File: src/rtl/fnd_digit_decoder.sv
// fnd_digit_decoder
// Scan-side decoder for a multiplexed 7-segment display. It registers the scan
// index from the digit-select counter and drives the active-low common lines
// and the active-low {dp,g,f,e,d,c,b,a} bus for the addressed digit.
// New digit sets arrive through a valid/ready handshake into a shadow buffer.
// The shadow buffer is promoted to the displayed buffer only at a frame
// boundary, so a frame never mixes old and new digits.
// A frame counter drives the blink phase for the per-digit dp blink.
//
// Optional build macro: FND_LZ_BLANK_EN enables leading-zero blanking of the
// displayed value. Digit 0 is never blanked. Without the macro every digit is
// always decoded.
//
// Handshake: a transfer happens on a rising clk edge where load_valid and
// load_ready are both 1. After a transfer load_ready stays 0 until the shadow
// buffer is promoted. The source must hold load_valid and the load_* data
// stable until the transfer happens. Inputs offered while load_ready is 0 are
// ignored.

module fnd_digit_decoder #(
  parameter int NUM_DIGITS   = 4,
  parameter int SEL_WIDTH    = 2,
  parameter int BLINK_FRAMES = 64
) (
  input  logic                    clk,
  input  logic                    reset,
  input  logic [SEL_WIDTH-1:0]    digit_sel,
  input  logic                    load_valid,
  output logic                    load_ready,
  input  logic [4*NUM_DIGITS-1:0] load_digits,
  input  logic [NUM_DIGITS-1:0]   load_dp,
  input  logic [NUM_DIGITS-1:0]   load_blink,
  output logic [NUM_DIGITS-1:0]   fnd_com,
  output logic [7:0]              fnd_data,
  output logic                    frame_done
);

  localparam int CNT_W = (BLINK_FRAMES > 1) ? $clog2(BLINK_FRAMES) : 1;

  // Shadow buffer occupancy.
  typedef enum logic {
    SH_EMPTY = 1'b0,
    SH_FULL  = 1'b1
  } sh_state_t;

  sh_state_t sh_state_q, sh_state_d;

  // Scan index pipeline.
  logic [SEL_WIDTH-1:0] sel_q, sel_d;
  logic [SEL_WIDTH-1:0] sel_prev_q, sel_prev_d;

  // Shadow and displayed digit buffers.
  logic [4*NUM_DIGITS-1:0] shadow_digits_q, shadow_digits_d;
  logic [NUM_DIGITS-1:0]   shadow_dp_q, shadow_dp_d;
  logic [NUM_DIGITS-1:0]   shadow_blink_q, shadow_blink_d;
  logic [4*NUM_DIGITS-1:0] disp_digits_q, disp_digits_d;
  logic [NUM_DIGITS-1:0]   disp_dp_q, disp_dp_d;
  logic [NUM_DIGITS-1:0]   disp_blink_q, disp_blink_d;

  // Blink timing.
  logic [CNT_W-1:0] frame_cnt_q, frame_cnt_d;
  logic             phase_q, phase_d;

  // Registered display outputs.
  logic [NUM_DIGITS-1:0] com_q, com_d;
  logic [7:0]            data_q, data_d;
  logic                  frame_done_q, frame_done_d;

  logic                  boundary;
  logic [NUM_DIGITS-1:0] lz_mask;

  // Hex nibble to active-low segment pattern, dp off.
  function automatic logic [7:0] hex_to_seg(input logic [3:0] v);
    logic [7:0] s;
    s = 8'hFF;
    case (v)
      4'h0: s = 8'hC0;
      4'h1: s = 8'hF9;
      4'h2: s = 8'hA4;
      4'h3: s = 8'hB0;
      4'h4: s = 8'h99;
      4'h5: s = 8'h92;
      4'h6: s = 8'h82;
      4'h7: s = 8'hF8;
      4'h8: s = 8'h80;
      4'h9: s = 8'h90;
      4'hA: s = 8'h88;
      4'hB: s = 8'h83;
      4'hC: s = 8'hC6;
      4'hD: s = 8'hA1;
      4'hE: s = 8'h86;
      4'hF: s = 8'h8E;
      default: s = 8'hFF;
    endcase
    return s;
  endfunction

  // A frame starts when the scan index returns to 0 from any other slot.
  assign boundary = (sel_q == '0) && (sel_prev_q != '0);

  // Scan index pipeline: sel_q follows digit_sel, sel_prev_q follows sel_q.
  always_comb begin
    sel_d      = digit_sel;
    sel_prev_d = sel_q;
  end

  // Shadow-buffer FSM: capture on handshake, promote at a frame boundary.
  always_comb begin
    sh_state_d      = sh_state_q;
    shadow_digits_d = shadow_digits_q;
    shadow_dp_d     = shadow_dp_q;
    shadow_blink_d  = shadow_blink_q;
    disp_digits_d   = disp_digits_q;
    disp_dp_d       = disp_dp_q;
    disp_blink_d    = disp_blink_q;
    load_ready      = 1'b0;
    case (sh_state_q)
      SH_EMPTY: begin
        load_ready = 1'b1;
        // A capture on a boundary cycle waits for the next boundary.
        if (load_valid) begin
          shadow_digits_d = load_digits;
          shadow_dp_d     = load_dp;
          shadow_blink_d  = load_blink;
          sh_state_d      = SH_FULL;
        end
      end
      SH_FULL: begin
        if (boundary) begin
          disp_digits_d = shadow_digits_q;
          disp_dp_d     = shadow_dp_q;
          disp_blink_d  = shadow_blink_q;
          sh_state_d    = SH_EMPTY;
        end
      end
      default: sh_state_d = SH_EMPTY;
    endcase
  end

  // Frame counter and blink phase, advanced once per frame boundary.
  always_comb begin
    frame_cnt_d = frame_cnt_q;
    phase_d     = phase_q;
    if (boundary) begin
      if (frame_cnt_q == CNT_W'(BLINK_FRAMES - 1)) begin
        frame_cnt_d = '0;
        phase_d     = ~phase_q;
      end else begin
        frame_cnt_d = frame_cnt_q + CNT_W'(1);
      end
    end
  end

`ifdef FND_LZ_BLANK_EN
  // Leading-zero mask: a digit is blanked when it and all digits above it are 0.
  always_comb begin
    logic zero_above;
    lz_mask    = '0;
    zero_above = 1'b1;
    for (int i = NUM_DIGITS - 1; i >= 1; i--) begin
      zero_above = zero_above && (disp_digits_d[4*i +: 4] == 4'd0);
      lz_mask[i] = zero_above;
    end
  end
`else
  assign lz_mask = '0;
`endif

  // Output decode. It uses the buffer and phase that take effect on this edge,
  // so digit 0 of a frame already shows the promoted value and the new phase.
  always_comb begin
    com_d        = '1;
    data_d       = 8'hFF;
    frame_done_d = boundary;
    for (int i = 0; i < NUM_DIGITS; i++) begin
      if (sel_q == SEL_WIDTH'(i)) begin
        com_d[i] = 1'b0;
        data_d   = lz_mask[i] ? 8'hFF : hex_to_seg(disp_digits_d[4*i +: 4]);
        if (disp_dp_d[i] && (!disp_blink_d[i] || !phase_d)) begin
          data_d[7] = 1'b0;
        end
      end
    end
  end

  // Scan pipeline, blink state and output registers.
  always_ff @(posedge clk) begin
    if (reset) begin
      sel_q        <= '0;
      sel_prev_q   <= '0;
      frame_cnt_q  <= '0;
      phase_q      <= 1'b0;
      com_q        <= '1;
      data_q       <= 8'hFF;
      frame_done_q <= 1'b0;
    end else begin
      sel_q        <= sel_d;
      sel_prev_q   <= sel_prev_d;
      frame_cnt_q  <= frame_cnt_d;
      phase_q      <= phase_d;
      com_q        <= com_d;
      data_q       <= data_d;
      frame_done_q <= frame_done_d;
    end
  end

  // Shadow and displayed buffers; reset drops any pending shadow load.
  always_ff @(posedge clk) begin
    if (reset) begin
      sh_state_q      <= SH_EMPTY;
      shadow_digits_q <= '0;
      shadow_dp_q     <= '0;
      shadow_blink_q  <= '0;
      disp_digits_q   <= '0;
      disp_dp_q       <= '0;
      disp_blink_q    <= '0;
    end else begin
      sh_state_q      <= sh_state_d;
      shadow_digits_q <= shadow_digits_d;
      shadow_dp_q     <= shadow_dp_d;
      shadow_blink_q  <= shadow_blink_d;
      disp_digits_q   <= disp_digits_d;
      disp_dp_q       <= disp_dp_d;
      disp_blink_q    <= disp_blink_d;
    end
  end

  assign fnd_com    = com_q;
  assign fnd_data   = data_q;
  assign frame_done = frame_done_q;

endmodule

File: config.mk
export PLATFORM = sky130hd
export DESIGN_NAME = fnd_digit_decoder
export DESIGN_NICKNAME = d
export VERILOG_FILES = /design/src/rtl/fnd_digit_decoder.sv
export SDC_FILE = /design/constraint.sdc
export NUM_CORES = 1
export LEC_CHECK = 0
export CAP_MARGIN = 20
export CORE_UTILIZATION = 45
export CTS_BUF_LIST = sky130_fd_sc_hd__clkbuf_2 sky130_fd_sc_hd__clkbuf_4 sky130_fd_sc_hd__clkbuf_8
export CTS_CLUSTER_SIZE = 16
export DETAILED_ROUTE_END_ITERATION = 10
export PLACE_DENSITY_LB_ADDON = 0.2
export SETUP_SLACK_MARGIN = 0.05
export SYNTH_ARGS = -nofsm -noshare
export SYNTH_HDL_FRONTEND = slang
export SYNTH_SLANG_ARGS = --single-unit
export TNS_END_PERCENT = 50
File: constraint.sdc
create_clock -name clk -period 6.1 [get_ports clk]
set_input_delay 0.915 -clock clk [delete_from_list [all_inputs] [get_ports clk]]
set_output_delay 0.915 -clock clk [all_outputs]
set_load 0.05 [all_outputs]
; After elaboration in Yosys (flattened, before gate mapping)
; Memory sizes are Yosys's and may differ from the RTL's.
; Cells that the tools add are included.
[classes]
reduce_logical = 17
bitwise = 2
n_addsub = 1
eq_ne = 4
n_mux = 25
[ops]
columns = cell, count
row1 = $mux W16, 2
row2 = $mux W8, 4
row3 = $mux W4, 4
row4 = $mux W1, 13
row5 = $add A6 B1 Y6 const B, 1
row6 = $eq A6 B6 Y1 const B, 1
row7 = $mux W6, 1
row8 = $logic_and A1 B1 Y1, 5
row9 = $logic_not A1 Y1, 5
row10 = $eq A2 B2 Y1 const B, 2
row11 = $logic_or A1 B1 Y1, 4
row12 = $eq A2 B1 Y1 const B, 1
row13 = $logic_not A2 Y1, 1
row14 = $not A1 Y1, 2
row15 = $pmux W1 S2, 1
row16 = $reduce_and A2 Y1, 1
row17 = $reduce_bool A2 Y1, 1
[word_totals]
mem_bits_ro = 448
input_bits = 29
out_inout_bits = 14
mem_count = 4
reg_bits = 73
[memory_table]
columns = memory, depth, width, read_ports, rd_ports_with_merged_regs, wr, line
row1 = (no name shown), 16, 7, 1, 0, 0, 76  ; case (v)
row2 = (no name shown), 16, 7, 1, 0, 0, 76
row3 = (no name shown), 16, 7, 1, 0, 0, 76
row4 = (no name shown), 16, 7, 1, 0, 0, 76

; Longest topological paths before layout
; Gate-level depths: netlist (run 1).
[logic_depth]
depth_word = 12
mapped_depth = 15
mapped_depth_nobuf = 11

; Least setup slack after synthesis (run 1)
; No wires, ideal clock.
[synth_timing]
path_kind = register to register
from = register sel_prev_q[1]
to = register data_q[0] (netlist: fnd_data[0])
period_less_slack_ns = 3.326
arrival_time_ns = 3.206
path_slack_ns = 2.774
path_stages_with_launch = 15
cell_sequence = dfxtp_1 or2_0 buf_2 nand2_4 buf_2 buf_2 buf_2 mux2i_1 inv_1 ha_1 nand3b_1 mux2i_1 a221o_1 a221o_1 a211o_1
[synth_rtl]
columns = element, line
row1 = start: declaration, 50  ; logic [SEL_WIDTH-1:0] sel_prev_q, sel_prev_d;
row2 = start signal: assignment, 198  ; sel_prev_q <= sel_prev_d;
row3 = $reduce_bool A2 Y1, 99  ; assign boundary = (sel_q == '0) && (sel_prev_q != '0);
row4 = $logic_and A1 B1 Y1, 99
row5 = $mux W16, 129  ; if (boundary) begin
row6 = $mux W16, 117  ; case (sh_state_q)
row7 = net disp_digits_d[4], 56  ; logic [4*NUM_DIGITS-1:0] disp_digits_q, disp_digits_d;
row8 = $mem_v2 Z16 W7, --
row9 = $mux W8 (3 in a row), 176  ; if (sel_q == SEL_WIDTH'(i)) begin
row10 = end signal: assignment, 202  ; data_q <= data_d;
row11 = end: declaration, 66  ; logic [7:0] data_q, data_d;
; The timed path passes the listed nets, and every way through them passes these cells.
; A chain may end at the register's enable or synchronous reset.

; Worst setup path in the final report (run 1)
[layout_timing]
from = register sel_q[0] (netlist: sel_prev_d[0])
to = register data_q[0] (netlist: fnd_data[0])
[layout_between]
elab_chain_cells = 9
[layout_rtl]
columns = element, line
row1 = start: declaration, 49  ; logic [SEL_WIDTH-1:0] sel_q, sel_d;
row2 = start signal: assignment, 197  ; sel_q <= sel_d;
row3 = $logic_not A2 Y1, 99
row4 = $logic_and A1 B1 Y1, 99
row5 = $mux W16, 129
row6 = $mux W16, 117
row7 = net disp_digits_d[0], 56
row8 = $mem_v2 Z16 W7, --
row9 = $mux W8 (4 in a row), 176
; The timed path passes the listed nets, and every way through them passes these cells.

==> results.yml, run 1 <==
routing:
  vias: 3804
  drt_first_iter_violations: 201
  wl_met1_um: 5130
  wirelength_um: 11000
  vias_per_cell: 5.71
  top_layer: "met4"
  post_drt_wl_per_cell_um: 16.5
  dr_wl_met3_um: 696
  drc: 0
  firstDrtPassIters: 5
  postRouteAntennaNets: 0
  wl_met2_um: 5020
critical_path:
  cp_max_fo: 45
  cp-end-kind: "flop"
  cp_cell_sequence: "nor3b_4 > nand2_4 > mux2i_1 > inv_1 > ha_1 > inv_1 > nor2_1 > o32ai_1 > o31ai_1 > a221o_1 > a211o_1"
  r2r_slack_ns: 2.34
  critPathLaunchType: "flop"
  path_common_cell: "inv_1"
  worstPathBufferInverterCount: 2
  cpPeakStageDelay_ns: 0.75
  crit_path_top_delay_cell: "dfxtp_1"
  path_depth: 11
  critPathTopFamily: "compound AO/OA/AOI/OAI gates"
  crit_type: "flop to flop"
  r2r_cells: 11
  crit_start: "sel_prev_d[0]"
  required_ns: 6.35
  timing.rr.start: "sel_prev_d[0]"
  cp.arrival_ns: 4.01
floorplanning:
  initial_core_util: 0.464
  core_mm2: 0.00920
  dieWidth_um: 99.3
  dieArea_mm2: 0.00987
  io_pins: 43
  core.rowCount: 35
  die_h_um: 99.3
cells_and_area:
  final_cells: 666
  syn2layout_area_growth_pct: 15.6
  drive_gt1_frac: 0.0631
  final_common_cell: "nand2_1"
  nNetsFinal: 607
  antenna_cells: 0
  final_cell_mix: "nand2_1 (85), dfxtp_1 (73), nor2_1 (56)"
global_routing:
  antenna_found_initial: 0
  grt_max_degree: 74
  grt_pass1_wl_um: 17900
  gr-total-overflow: 0
  grt_pass1_vias: 3457
  grtUsageTotal: 0.230
sta:
  drv_slew: 0
  hold_ws_ns: 0.450
  period_share: 0.616
  skew_ns: 0.0132
  tightestPinTransition_ns: 0.899
  rsz0062_at_grt: "no"
  setup_viol: 0
  final-hold-violation-count: 0
  slew-limit-headroom: 0.399
  finalCriticalPeriod_ns: 3.76
  layout_setup_ws_ns: 2.34
  setup_tns_ns: 0
  timing.fmax_ghz: 0.266
cts:
  clock_path_buffers: 2
  hold_buffers: 0
  numCtsBuffers: 9
  cts-root-buf: "clkbuf_8"
  worstSkewPairLatency_ns: 0.35
  cts_tree: "built"
  cts_resized: 0
  cts.htree.levels: 3
  clk_pin_slew_ns: 0.09
  post-cts-setup-buffer-count: 0
  cts.sinks: 73
logic_synthesis:
  syn_area_mm2: 0.00426
  synth_seq_cells: 73
  syn_area_per_cell_um2: 8.03
  yosys_most_used_dff: "dfxtp_1"
  synth.distinct_cells: 62
  synth_async_sr_flop_share: 0
  syn_nets: 588
  yosysWarnings: 0
  syn_inst: 531
  seq_area_frac_synth: 0.343
  synth-edff-count: 0
placed_design:
  port_buffers: 42
  dpl.cell_count: 650
  hpwl_um: 7770
  globalplace.congestion: 0.887
  pre_cts_ws_ns: 2.38
power_and_ir_drop:
  peakVddDrop_mv: 0.118
  power_frac_comb: 0.123
  p_switching_mw: 0.293
  clkPwrFrac: 0.418
  leakagePower_nw: 2.07
  seqPwrFrac: 0.459
  finalPower_mw: 1.12
  power_switching_share: 0.261
  power.internal_mw: 0.829
  powerDensity_mw_per_mm2: 228
min_path:
  min_path_type: "flop to flop"
  holdPathStages: 2
  min-delay-start: "shadow_blink_q[3]"
run:
  maxCapViolCount: 0
status:
  status: "finished, final reports clean"
final cells by class:
cell class / instances / area (um2)
multi-input cells: 399 / 2560
repair buffers: 45 / 438
flip-flops and latches: 73 / 1460
inverters: 22 / 82.6
clock buffers: 10 / 131
fillers: 908 / 4270
clock inverters: 6 / 115
well taps: 111 / 139
through the flow:
step	cell area, um2	util
final	4930	0.536
after floorplan	4260	-
after detailed placement	4680	0.509
after global routing	4930	0.536
after CTS	4930	0.536
after global placement	4680	0.509
power groups by stage:
stage | clock network (mW) | registers [mW] | logic [mW]
2_1_floorplan | 0 | 0.534 | 0.0785
3_3_place_gp | 0 | 0.526 | 0.137
3_5_place_dp | 0 | 0.526 | 0.138
4_1_cts | 0.479 | 0.515 | 0.138
5_1_grt | 0.503 | 0.518 | 0.150
6_report | 0.469 | 0.515 | 0.138
worst reg2reg max path, delay by kind of cell (launching register included):
family / cells / cell delay, ns
DFF: 1 / 0.75
and+or+nand+nor: 3 / 0.75
muxes: 1 / 0.58
buffers and inverters: 2 / 0.28
AOI/OAI and AO/OA: 4 / 1.02
adders and majority gates: 1 / 0.28
cells in the mapped netlist (4+ instances only):
| master | number | area share |
|---|---|---|
| nand2_1 | 85 | 0.075 |
| dfxtp_1 | 73 | 0.34 |
| nor2_1 | 56 | 0.049 |
| a21oi_1 | 43 | 0.050 |
| ha_1 | 28 | 0.082 |
| mux2i_1 | 28 | 0.066 |
| clkbuf_1 | 25 | 0.022 |
| inv_1 | 21 | 0.018 |
| nand3_1 | 11 | 0.013 |
| buf_2 | 10 | 0.012 |
| nor2b_1 | 10 | 0.015 |
| nor3_1 | 10 | 0.012 |
| o21ai_0 | 9 | 0.011 |
| nand2b_1 | 8 | 0.012 |
| nand4_1 | 7 | 0.010 |
| xor2_1 | 6 | 0.012 |
| a211oi_1 | 5 | 0.0088 |
| a31oi_1 | 5 | 0.0073 |
| mux2_2 | 5 | 0.013 |
| nor3b_1 | 5 | 0.0088 |
| or3_1 | 5 | 0.0073 |
| a2111oi_0 | 4 | 0.0082 |
| a211o_1 | 4 | 0.0082 |
| nand3b_1 | 4 | 0.0070 |
| nand4b_1 | 4 | 0.0082 |
| o211ai_1 | 4 | 0.0070 |
flip-flops by register name (all words and copies together), names as in the netlist:
signal	count
frame_done	1
frame_cnt_q	6
fnd_com	4
shadow_digits_q	16
disp_blink_q	4
sel_prev_q	2
phase_q	1
shadow_blink_q	4
disp_dp_q	4
shadow_dp_q	4
fnd_data	8
sh_state_q	1
disp_digits_q	16
sel_prev_d	2
per-layer routing:
layer / vias to the layer above / global-route usage
met4: 0 / 0.0792
met5: - / 0
met3: 12 / 0.0401
li1: 1882 / -
met1: 1767 / 0.326
met2: 143 / 0.353
cells by family (layout without fill, tap and decap cells):
| kind of cell | after synthesis | count (layout) | synth area share |
|---|---|---|---|
| buf+inv | 59 | 83 | 0.0566 |
| fa+ha+maj | 28 | 28 | 0.0822 |
| compound gates | 107 | 107 | 0.167 |
| simple gates | 220 | 220 | 0.247 |
| xor+xnor | 8 | 8 | 0.0164 |
| flops | 73 | 73 | 0.343 |
| mux | 36 | 36 | 0.0886 |
final timing paths:
path	end
worst min-delay path	disp_blink_q[3]
worst max register to register	fnd_data[0]
worst max-delay path	fnd_data[0]
worst min register to register	disp_blink_q[3]
No activity file was read; power rests on OpenSTA's default activity.
==> run 2: changes to the inputs <==
Clock period 6.1 ns to 3.25 ns, I/O delays scaled along.
==> run 2 against run 1 <==
Critical path depth stayed put; worst hold slack improved by 0.0011 ns; power grew 84%; via count grew 2.9%; critical path type unchanged; critical endpoint unchanged; largest cell class unchanged.
==> results.yml, run 2 (synthesized netlist as in run 1, its figures left out) <==
cts:
  cts.sinks: 73
  cts_tree: "built"
  hold_buffers: 0
  worstSkewPairLatency_ns: 0.36
  cts.htree.levels: 3
  numCtsBuffers: 9
  cts-root-buf: "clkbuf_8"
  clk_pin_slew_ns: 0.09
  clock_path_buffers: 2
power_and_ir_drop:
  powerDensity_mw_per_mm2: 408
  leakagePower_nw: 2.08
  finalPower_mw: 2.07
  peakVddDrop_mv: 0.190
routing:
  post_drt_wl_per_cell_um: 16.7
  wirelength_um: 11300
  postRouteAntennaNets: 0
  drt_first_iter_violations: 177
  drc: 0
  vias: 3915
  vias_per_cell: 5.77
  firstDrtPassIters: 7
sta:
  setup_viol: 0
  timing.fmax_ghz: 0.328
  drv_slew: 0
  final-hold-violation-count: 0
  finalCriticalPeriod_ns: 3.05
  period_share: 0.939
  skew_ns: 0.00899
  slew-limit-headroom: 0.369
  hold_ws_ns: 0.451
  tightestPinTransition_ns: 0.944
  rsz0062_at_grt: "no"
  setup_tns_ns: 0
status:
  status: "finished, final reports clean"
global_routing:
  grt_pass1_wl_um: 18700
  grt_max_degree: 48
  antenna_found_initial: 0
  gr-total-overflow: 0
  grt_pass1_vias: 3713
  grtUsageTotal: 0.240
cells_and_area:
  final_common_cell: "nand2_1"
  syn2layout_area_growth_pct: 18.8
  final_area_mm2: 0.00506
  antenna_cells: 0
  multi_input_area_mm2: 0.00263
  drive_gt1_frac: 0.0988
  nFillCells: 888
  layout.area.seq_mm2: 0.00146
  final_cell_mix: "nand2_1 (85), dfxtp_1 (72), nor2_1 (56)"
  nNetsFinal: 619
placed_design:
  globalplace.congestion: 0.923
  dpl_cell_area_mm2: 0.00481
  hpwl_um: 8020
  port_buffers: 42
floorplanning:
  core.rowCount: 35
  initial_core_util: 0.464
  dieWidth_um: 99.3
  die_h_um: 99.3
  io_pins: 43
  dieArea_mm2: 0.00987
  core_mm2: 0.00920
critical_path:
  cp-end-kind: "flop"
  timing.rr.start: "sel_prev_q[0]"
  critPathLaunchType: "flop"
  critPathTopFamily: "compound AO/OA/AOI/OAI gates"
  cp.arrival_ns: 3.30
  crit_start: "sel_prev_q[0]"
  cpPeakStageDelay_ns: 0.49
  crit_path_top_delay_cell: "or2_0"
  cp_cell_sequence: "or2_0 > nand2_8 > mux2i_2 > inv_1 > ha_1 > inv_1 > nor2_1 > o32ai_1 > o31ai_1 > a221o_1 > a211o_1"
  cp_max_fo: 16
  worstPathBufferInverterCount: 2
  crit_type: "flop to flop"
  path_common_cell: "inv_1"
  required_ns: 3.50
run:
  maxCapViolCount: 0
min_path:
  min-delay-start: "shadow_dp_q[3]"
  min_path_type: "flop to flop"
run 2: worst reg2reg max path: stages, from the launching register on:
cell     delay [ns]
dfxtp_1        0.33
or2_0          0.49
nand2_8        0.25
mux2i_2        0.27
inv_1          0.11
ha_1           0.27
inv_1          0.11
nor2_1         0.06
o32ai_1        0.29
o31ai_1        0.11
a221o_1        0.39
a211o_1        0.27
run 2: repair_timing:
item                                    4_1_cts  5_1_grt
hold endpoints to repair                      0        0
buffers inserted                              0        0
endpoints found under the setup margin        0        4
resized for setup                             0        6
run 2: worst paths after layout:
check | end | slack (ns) | cells after the start
max | fnd_data[0] | 0.20 | 11
min | disp_dp_q[3] | 0.45 | 2
max reg2reg | fnd_data[0] | 0.20 | 11
min reg2reg | disp_dp_q[3] | 0.45 | 2
run 2: per-layer routing:
metal | part of all wire | vias to the layer above | global-route usage
li1 | - | 1906 | -
met1 | 0.47 | 1851 | 0.322
met2 | 0.45 | 130 | 0.390
met3 | 0.051 | 28 | 0.0358
met4 | 0.026 | 0 | 0.0939
met5 | 0 | - | 0
run 2: area by class of cell:
cell class	count	area share
repair buffers	57	0.104
inverters	22	0.0163
well taps	111	0.0274
flip-flops and latches	73	0.289
clock inverters	7	0.0200
clock buffers	9	0.0245
multi-input cells	399	0.519
run 2: power breakdown:
part	internal, mW	switching, mW	total, mW
registers	0.928	0.0350	0.963
logic	0.113	0.165	0.278
clock network	0.440	0.387	0.827
total	1.48	0.587	2.07
run 2: per-stage QoR:
stage | util | std cells | setup slack (ns)
after CTS | 0.548 | 678 | 0.0545
after global routing | 0.551 | 678 | 0.0535
after global placement | 0.524 | 662 | 0.166
after detailed placement | 0.524 | 662 | 0.0962
final | 0.551 | 678 | 0.200
after floorplan | - | 531 | 0.0674
